`src/rtl/calc_entry_buffer_if.sv`:
```
// Keypad entry bus between the key scanner (master) and the entry buffer (slave).
// Optional macro CALC_ENTRY_OVF_EN adds the sticky overflow flag ovf.
interface calc_entry_buffer_if #(
    parameter int DIGITS = 5
);
    localparam int CW = $clog2(DIGITS + 1);

    logic                      key_valid;
    logic [3:0]                key_code;
    logic [4*DIGITS-1:0]       value;
    logic                      neg;
    logic [CW-1:0]             count;
    logic                      full;
    logic [4*(DIGITS+1)-1:0]   disp;
`ifdef CALC_ENTRY_OVF_EN
    logic                      ovf;

    modport master (output key_valid, key_code,
                    input  value, neg, count, full, disp, ovf);
    modport slave  (input  key_valid, key_code,
                    output value, neg, count, full, disp, ovf);
`else
    modport master (output key_valid, key_code,
                    input  value, neg, count, full, disp);
    modport slave  (input  key_valid, key_code,
                    output value, neg, count, full, disp);
`endif
endinterface

```
`src/rtl/calc_entry_buffer.sv`:
```
// Keypad entry buffer: assembles a right-aligned BCD operand of up to DIGITS
// digits from key presses, with clear, backspace and sign toggle, and drives
// the display nibble bus (0x0-0x9 digit, 0xE blank, 0xF minus).
// Optional macro CALC_ENTRY_OVF_EN: sticky ovf flag set when a digit is
// rejected in FULL; while set, the display shows an error pattern.
//
// state | meaning
// EMPTY | no digits entered (count == 0)
// ENTRY | 0 < count < DIGITS
// FULL  | count == DIGITS, further digits rejected
module calc_entry_buffer #(
    parameter  int DIGITS = 5,
    localparam int CW     = $clog2(DIGITS + 1)
) (
    input  logic                 clock,
    input  logic                 reset,
    calc_entry_buffer_if.slave   bus
);

    typedef enum logic [1:0] {
        EMPTY = 2'd0,
        ENTRY = 2'd1,
        FULL  = 2'd2
    } state_t;

    state_t                    state_q, state_n;
    logic                      key_q;
    logic                      press;
    logic [4*DIGITS-1:0]       value_q, value_n;
    logic                      neg_q, neg_n;
    logic [CW-1:0]             count_q, count_n;
    logic                      full_q, full_n;
    logic [4*(DIGITS+1)-1:0]   disp_q, disp_n;
    logic [4*(DIGITS+1)-1:0]   value_ext;
`ifdef CALC_ENTRY_OVF_EN
    logic                      ovf_q, ovf_n;
`endif

    assign press = bus.key_valid & ~key_q;

    // Register the key strobe, operand state and display image.
    always_ff @(posedge clock) begin
        if (reset) begin
            key_q   <= 1'b0;
            state_q <= EMPTY;
            value_q <= '0;
            neg_q   <= 1'b0;
            count_q <= '0;
            full_q  <= 1'b0;
            disp_q  <= {{DIGITS{4'hE}}, 4'h0};
`ifdef CALC_ENTRY_OVF_EN
            ovf_q   <= 1'b0;
`endif
        end else begin
            key_q   <= bus.key_valid;
            state_q <= state_n;
            value_q <= value_n;
            neg_q   <= neg_n;
            count_q <= count_n;
            full_q  <= full_n;
            disp_q  <= disp_n;
`ifdef CALC_ENTRY_OVF_EN
            ovf_q   <= ovf_n;
`endif
        end
    end

    // Decode a press into the next operand state, then derive the display
    // from the next-state values so disp updates on the same edge.
    always_comb begin
        state_n = state_q;
        value_n = value_q;
        neg_n   = neg_q;
        count_n = count_q;
`ifdef CALC_ENTRY_OVF_EN
        ovf_n   = ovf_q;
`endif

        if (press) begin
            if (bus.key_code <= 4'd9) begin
                case (state_q)
                    EMPTY: begin
                        // Leading zeros are suppressed.
                        if (bus.key_code != 4'd0) begin
                            value_n = {{(4*DIGITS-4){1'b0}}, bus.key_code};
                            count_n = CW'(1);
                            state_n = ENTRY;
                        end
                    end
                    ENTRY: begin
                        value_n = {value_q[4*DIGITS-5:0], bus.key_code};
                        count_n = count_q + CW'(1);
                        state_n = (count_n == CW'(DIGITS)) ? FULL : ENTRY;
                    end
                    FULL: begin
`ifdef CALC_ENTRY_OVF_EN
                        ovf_n = 1'b1;
`endif
                    end
                    default: state_n = EMPTY;
                endcase
            end else if (bus.key_code == 4'hA) begin
                value_n = '0;
                neg_n   = 1'b0;
                count_n = '0;
                state_n = EMPTY;
`ifdef CALC_ENTRY_OVF_EN
                ovf_n   = 1'b0;
`endif
            end else if (bus.key_code == 4'hB) begin
                if (state_q != EMPTY) begin
                    value_n = {4'h0, value_q[4*DIGITS-1:4]};
                    count_n = count_q - CW'(1);
                    if (count_n == '0) begin
                        neg_n   = 1'b0;
                        state_n = EMPTY;
                    end else begin
                        state_n = ENTRY;
                    end
                end
            end else if (bus.key_code == 4'hF) begin
                // No negative zero.
                if (state_q != EMPTY) begin
                    neg_n = ~neg_q;
                end
            end
        end

        full_n = (count_n == CW'(DIGITS));

        // Pad with one extra nibble so the sign position can be indexed
        // uniformly; that pad is never selected as a digit.
        value_ext = {4'hE, value_n};
        disp_n    = '0;
        for (int i = 0; i <= DIGITS; i++) begin
            if (i < int'(count_n)) begin
                disp_n[4*i +: 4] = value_ext[4*i +: 4];
            end else if (neg_n && (i == int'(count_n))) begin
                disp_n[4*i +: 4] = 4'hF;
            end else begin
                disp_n[4*i +: 4] = 4'hE;
            end
        end
        if (count_n == '0) begin
            disp_n[3:0] = 4'h0;
        end
`ifdef CALC_ENTRY_OVF_EN
        if (ovf_n) begin
            disp_n      = {(DIGITS+1){4'hE}};
            disp_n[7:4] = 4'hF;
        end
`endif
    end

    assign bus.value = value_q;
    assign bus.neg   = neg_q;
    assign bus.count = count_q;
    assign bus.full  = full_q;
    assign bus.disp  = disp_q;
`ifdef CALC_ENTRY_OVF_EN
    assign bus.ovf   = ovf_q;
`endif

endmodule

```
`src/flat_wrapper.sv`:
```
// flat-port wrapper written by rule: the top's interface ports become plain ports
module calc_entry_buffer_flat 
#(
    parameter  int DIGITS = 5,
    localparam int CW     = $clog2(DIGITS + 1)
)
  (clock, reset, bus_key_valid, bus_key_code, bus_value, bus_neg, bus_count, bus_full, bus_disp);
  calc_entry_buffer_if #(.DIGITS(DIGITS)) bus_i ();
  input  logic clock;
  input  logic reset;
  input wire logic [$bits(bus_i.key_valid)-1:0] bus_key_valid;
  input wire logic [$bits(bus_i.key_code)-1:0] bus_key_code;
  output wire logic [$bits(bus_i.value)-1:0] bus_value;
  output wire logic [$bits(bus_i.neg)-1:0] bus_neg;
  output wire logic [$bits(bus_i.count)-1:0] bus_count;
  output wire logic [$bits(bus_i.full)-1:0] bus_full;
  output wire logic [$bits(bus_i.disp)-1:0] bus_disp;
  assign bus_i.key_valid = bus_key_valid;
  assign bus_i.key_code = bus_key_code;
  assign bus_value = bus_i.value;
  assign bus_neg = bus_i.neg;
  assign bus_count = bus_i.count;
  assign bus_full = bus_i.full;
  assign bus_disp = bus_i.disp;
  calc_entry_buffer #(.DIGITS(DIGITS)) u_core (.clock(clock), .reset(reset), .bus(bus_i));
endmodule
```
`config.mk`:
```
export PLATFORM = sky130hd
export DESIGN_NAME = calc_entry_buffer_flat
export DESIGN_NICKNAME = d
export VERILOG_FILES = /design/src/rtl/calc_entry_buffer_if.sv /design/src/rtl/calc_entry_buffer.sv /design/src/flat_wrapper.sv
export SDC_FILE = /design/constraint.sdc
export NUM_CORES = 1
export LEC_CHECK = 0
export BUFFER_PORTS_ARGS = -buffer_cell sky130_fd_sc_hd__buf_4
export CAP_MARGIN = 20
export CORE_UTILIZATION = 56
export DETAILED_ROUTE_END_ITERATION = 16
export HOLD_SLACK_MARGIN = 0.03
export PLACE_DENSITY = 0.95
export SLEW_MARGIN = 15
export SYNTH_ARGS = -nofsm -noshare
export SYNTH_HDL_FRONTEND = slang
export SYNTH_SLANG_ARGS = --single-unit
```
`constraint.sdc`:
```
create_clock -name clock -period 4.55 [get_ports clock]
set_input_delay 0.91 -clock clock [delete_from_list [all_inputs] [get_ports clock]]
set_output_delay 0.91 -clock clock [all_outputs]
set_load 0.005 [all_outputs]
```
Yosys cells after proc, flatten, opt, wreduce, memory -nomap -nowiden:

Cells that the tools add are included.

* flip-flop bits (word level): 52
* latch bits: 0
* bits in writable memories: 0
* ROM bits: 0
* input port bits: 7
* output and inout port bits: 49
* memories kept: 0

* add/sub/neg operators: 2
* multiply operators: 0
* div/mod/pow operators: 0
* $lt $le $gt $ge: 7
* equal/unequal tests: 14
* shift operators: 0
* mux-type cells: 41
* bitwise operators: 3
* reductions and logical operators: 17

Operators by type and width (number)
* $mux W20: 6
* $pmux W20 S2: 1
* $mux W4: 5
* $mux W3: 6
* $mux W1: 15
* $eq A3 B3 Y1 const A: 4
* $eq A4 B4 Y1 const B: 3
* $mux W2: 6
* $logic_not A3 Y1: 3
* $eq A3 B3 Y1 const B: 2
* $logic_and A1 B1 Y1: 6
* $lt A1 B3 Y1 const A: 2
* $lt A2 B3 Y1 const A: 2
* $lt A3 B3 Y1 const A: 2
* $pmux W2 S3: 1
* $pmux W3 S2: 1
* $reduce_bool A3 Y1: 2
* $reduce_and A5 Y1: 1
* $le A4 B4 Y1 const B: 1
* $reduce_bool A4 Y1: 1
* $reduce_or A2 Y1: 2
* $add A3 B1 Y3 const B: 1
* $eq A2 B3 Y1 const A: 1
* $ne A3 B3 Y1 const B: 1
* 8 further kinds: 9

Longest topological paths before layout:

* depth in word-level cells: 11
* gate-level depth with buffers: 9
* depth with buffers taken out: 8

Worst setup path after synthesis:

No wires, ideal clock.

* kind: input-to-reg
* start: input port bus_key_code[1]
* end: register u_core.disp_q[8] (netlist: u_core.bus.disp[8])
* setup time: 0.121 ns
* data arrival time: 2.487 ns
* slack: 1.942 ns
* cell stages on the path: 8
* cell sequence: buf_2 o21ai_2 a22o_1 or2_1 buf_4 a21boi_0 a21boi_0 mux2_4

* cells in the longest elaborated chain, start to end: 9

Ends and longest elaborated chain
* from (decl): RTL line flat_wrapper.sv:12 `input wire logic [$bits(bus_i.key_code)-1:0] bus_key_code;`
* $reduce_bool A4 Y1, or another cell as far along: RTL line calc_entry_buffer.sv:84 `if (bus.key_code != 4'd0) begin`
* $mux W3, or another cell as far along: RTL line calc_entry_buffer.sv:84
* $pmux W3 S2, or another cell as far along: RTL line calc_entry_buffer.sv:81 `case (state_q)`
* $mux W3 / $mux W1 (equally long branches): RTL line calc_entry_buffer.sv:80, calc_entry_buffer.sv:102
* $mux W3 / $mux W1 (equally long branches): RTL line calc_entry_buffer.sv:79, calc_entry_buffer.sv:80
* $eq A3 B3 Y1 / $mux W1 (equally long branches): RTL line calc_entry_buffer.sv:138, calc_entry_buffer.sv:79
* $logic_and A1 B1 Y1: RTL line calc_entry_buffer.sv:138 `end else if (neg_n && (i == int'(count_n))) begin`
* $mux W1: RTL line calc_entry_buffer.sv:138
* $mux W4 (*): RTL line calc_entry_buffer.sv:136 `if (i < int'(count_n)) begin`
* to (signal assigned): RTL line calc_entry_buffer.sv:50 `disp_q <= {{DIGITS{4'hE}}, 4'h0};`
* to (signal assigned): RTL line calc_entry_buffer.sv:61 `disp_q <= disp_n;`
* to (decl): RTL line calc_entry_buffer.sv:33 `logic [4*(DIGITS+1)-1:0] disp_q, disp_n;`

Mark *: on every way between the ends. The rest lies on a longest branch, timed or not.
A chain may end at the register's enable or synchronous reset.

Worst setup path after layout:

* start: input port bus_key_valid
* end: register u_core.disp_q[8] (netlist: u_core.bus.disp[8])

* cells in the longest elaborated chain, start to end: 6

Ends and longest elaborated chain
* from (decl): RTL line flat_wrapper.sv:11 `input wire logic [$bits(bus_i.key_valid)-1:0] bus_key_valid;`
* $and A1 B1 Y1 (*): RTL line calc_entry_buffer.sv:39 `assign press = bus.key_valid & ~key_q;`
* $mux W3: RTL line calc_entry_buffer.sv:79 `if (press) begin`
* $eq A3 B3 Y1: RTL line calc_entry_buffer.sv:138
* $logic_and A1 B1 Y1: RTL line calc_entry_buffer.sv:138
* $mux W1: RTL line calc_entry_buffer.sv:138
* $mux W4 (*): RTL line calc_entry_buffer.sv:136

Marks and branches as above.

==> results.yml <==
status:
  status: "completed"
critical_path:
  arrival_ps: 3490
  path_buf_inv: 1
  cp_top_family: "compound AO/OA/AOI/OAI gates"
  cp.required_ps: 4750
  r2r-start: "u_core.state_q[1]"
  slowest_delay_ps: 580
  cp_max_fo: 23
  critical_path.most_common_cell: "a21boi_0"
  slowest_stage: "or2_1"
  crit_chain: "buf_4, nor2b_1, o311ai_1, or2_1, a21boi_0, a21boi_0, mux2_4"
  startpoint_type: "input port"
  critPathKind: "input port to register"
  endpoint_kind: "register"
  startpoint: "bus_key_valid"
clock_tree:
  htreeDepth: 2
  post-cts-setup-buffer-count: 0
  clk_latency_ps: 310
  cts-root-buf: "clkbuf_8"
  cts_buffers: 5
  ctsHoldBuffers: 0
  clk_path_buf_depth: 2
  clock_sinks: 49
  clk_pin_slew_ps: 90
  post_cts_resized: 0
  cts_tree: "yes"
grt:
  grt_pass1_vias: 1928
  gr-total-overflow: 0
  grt_pass1_wl_um: 9411
  grt_max_degree: 37
  antenna_found_initial: 0
  grt_usage: 0.2948
pwr:
  powerDensity_mw_per_mm2: 297.5
  totalPowerFinal_w: 0.0007858
  ir_drop_mv: 0.3549
  leakage_nw: 1.060
timing:
  maxSlewHeadroom: 0.4502
  tns_ps: 0
  period_needed_ps: 3289
  setup-violations-final: 0
  finClkSkew_ps: 9.055
  hold_violations: 0
  drv_slew: 0
  period_share: 0.7228
  clock.fmax_mhz: 304.1
  worstMarginPinSlew_ps: 824.7
  grt_setup_unrepaired: "no"
route:
  final_antenna_net_count: 0
  via_per_inst: 6.321
  first_pass_iters: 8
  post_drt_wl_per_cell_um: 17.09
  drtIter0Drc: 241
  postRouteWirelength_um: 5811
  vias: 2149
  drc: 0
hold_path:
  hold_start: "u_core.bus.value[2]"
  min_path_type: "register to register"
cells_and_area:
  ff_latch_area_um2: 980.9
  finalInstanceArea_mm2: 0.002641
  finish.net_count: 302
  final_layout_size_suffix_gt1_frac: 0.2432
  fillers: 285
  antennaDiodeCount: 0
  multiInputGateArea_mm2: 0.001092
  area_growth_pct: 20.35
floorplan:
  die-area_mm2: 0.004173
  io-pin-count: 56
  initial_core_util: 0.5906
  core.rowCount: 22
  chipWidth_um: 64.60
  core_mm2: 0.003716
  die-height_um: 64.60
yosys:
  synthMuxAreaShare: 0.006842
  yosys_warnings: 0
  synth_edf_count: 0
  synth.distinct_cells: 49
  synth_simple_gate_area_frac: 0.2115
  synth_xor_area_frac: 0.007982
  synth_area_leader_cell: "dfxtp_1"
  syn_inst: 249
  avgSynthCellArea_um2: 8.814
  synth_top_family_by_area: "compound AO/OA/AOI/OAI gates"
  synthFlopType: "dfxtp_1"
  synth-seq-area-share: 0.4470
  synth.top_cell.area_share: 0.4470
  async_flop_share: 0
  synth_area_mm2: 0.002195
  ys_top_cells_by_area: "dfxtp_1 (45%), nor2_1 (6.3%), a22oi_1 (6.2%)"
  synth_compound_area_frac: 0.2434
  ys_ff_latch: 49
  synthAdderAreaFrac: 0.02281
placement:
  post-dp-hpwl_um: 3999
  io_buffer_count: 52
  gp_routability_congestion: 0.9560
  place_area_mm2: 0.002550
flow_run:
  cap_violations: 0
[cells in the final DEF, fill, tap and decap left out, types with 3 or more instances in the layout]
master,count
and3_1,3
a22oi_1,18
dfxtp_1,49
nor3_1,10
nor2b_1,6
nand2_1,15
a211oi_1,4
clkbuf_8,5
nand3_1,12
nor4_1,3
nor2_1,37
ha_1,4
inv_1,5
buf_4,53
clkinvlp_4,3
a21oi_1,23
o21ai_0,7
conb_1,3
[cells by family after synthesis]
family,Yosys count
simple gates,95
compound gates,72
flops,49
buf+inv,25
fa+ha+maj,4
xor+xnor,2
other cells,1
mux,1
[registers in the layout, summed over array words and instances (netlist names)]
register          count
u_core.state_q        2
u_core.bus.neg        1
u_core.bus.value     20
u_core.key_q          1
u_core.bus.count      3
u_core.bus.disp      21
u_core.bus.full       1
[where the power goes]
part,switching (W),internal (W)
clock network,0.000151,0.000108
logic,0.0000564,0.0000283
registers,0.00000711,0.000435
total,0.000214,0.000572
[final timing paths]
kind | slack [ps] | end | depth (start not counted)
max | 1260 | u_core.bus.disp[8] | 7
min | 520 | u_core.bus.value[2] | 2
max reg2reg | 1610 | u_core.bus.disp[11] | 5
min reg2reg | 520 | u_core.bus.value[2] | 2
[layer usage]
| metal | GRT usage | part of all wire |
|---|---|---|
| met2 | 0.4776 | 0.48 |
| met1 | 0.3714 | 0.39 |
| met5 | 0 | 0 |
| met3 | 0.07218 | 0.092 |
| met4 | 0.1250 | 0.038 |
[per-stage QoR]
| step | hold slack (ps) | util | worst slack [ps] | cells |
|---|---|---|---|---|
| after floorplan | 477.2 | - | 1942 | 251 |
| after global placement | 500.6 | 0.6862 | 1236 | 332 |
| after detailed placement | 509.9 | 0.6862 | 1080 | 332 |
| after CTS | 527.9 | 0.7108 | 1347 | 340 |
| after global routing | 558.9 | 0.7108 | 1010 | 340 |
| final | 521.7 | 0.7108 | 1261 | 340 |
[worst min-delay path, cell delays in order, from the launching register on]
cell and delay (ps):
dfxtp_1 340, nand2_1 70, a21oi_1 70
[cell usage after synthesis (3+ instances only)]
cell type,number
buf_2,4
o21ai_0,7
nor3_1,10
dfxtp_1,49
nand3_1,12
a21oi_1,23
a211oi_1,4
nor2b_1,6
and3_1,3
nor2_1,37
clkbuf_1,8
buf_4,6
nor4_1,3
nand2_1,15
ha_1,4
a22oi_1,18
inv_1,5
[cell type report]
| type | instances | area share |
|---|---|---|
| multi-input cells | 177 | 0.4135 |
| clock inverters | 3 | 0.008527 |
| repair buffers | 53 | 0.1506 |
| inverters | 5 | 0.007106 |
| flip-flops and latches | 49 | 0.3714 |
| well taps | 48 | 0.02274 |
| clock buffers | 5 | 0.02605 |
Power figures use the tool's default switching activity.
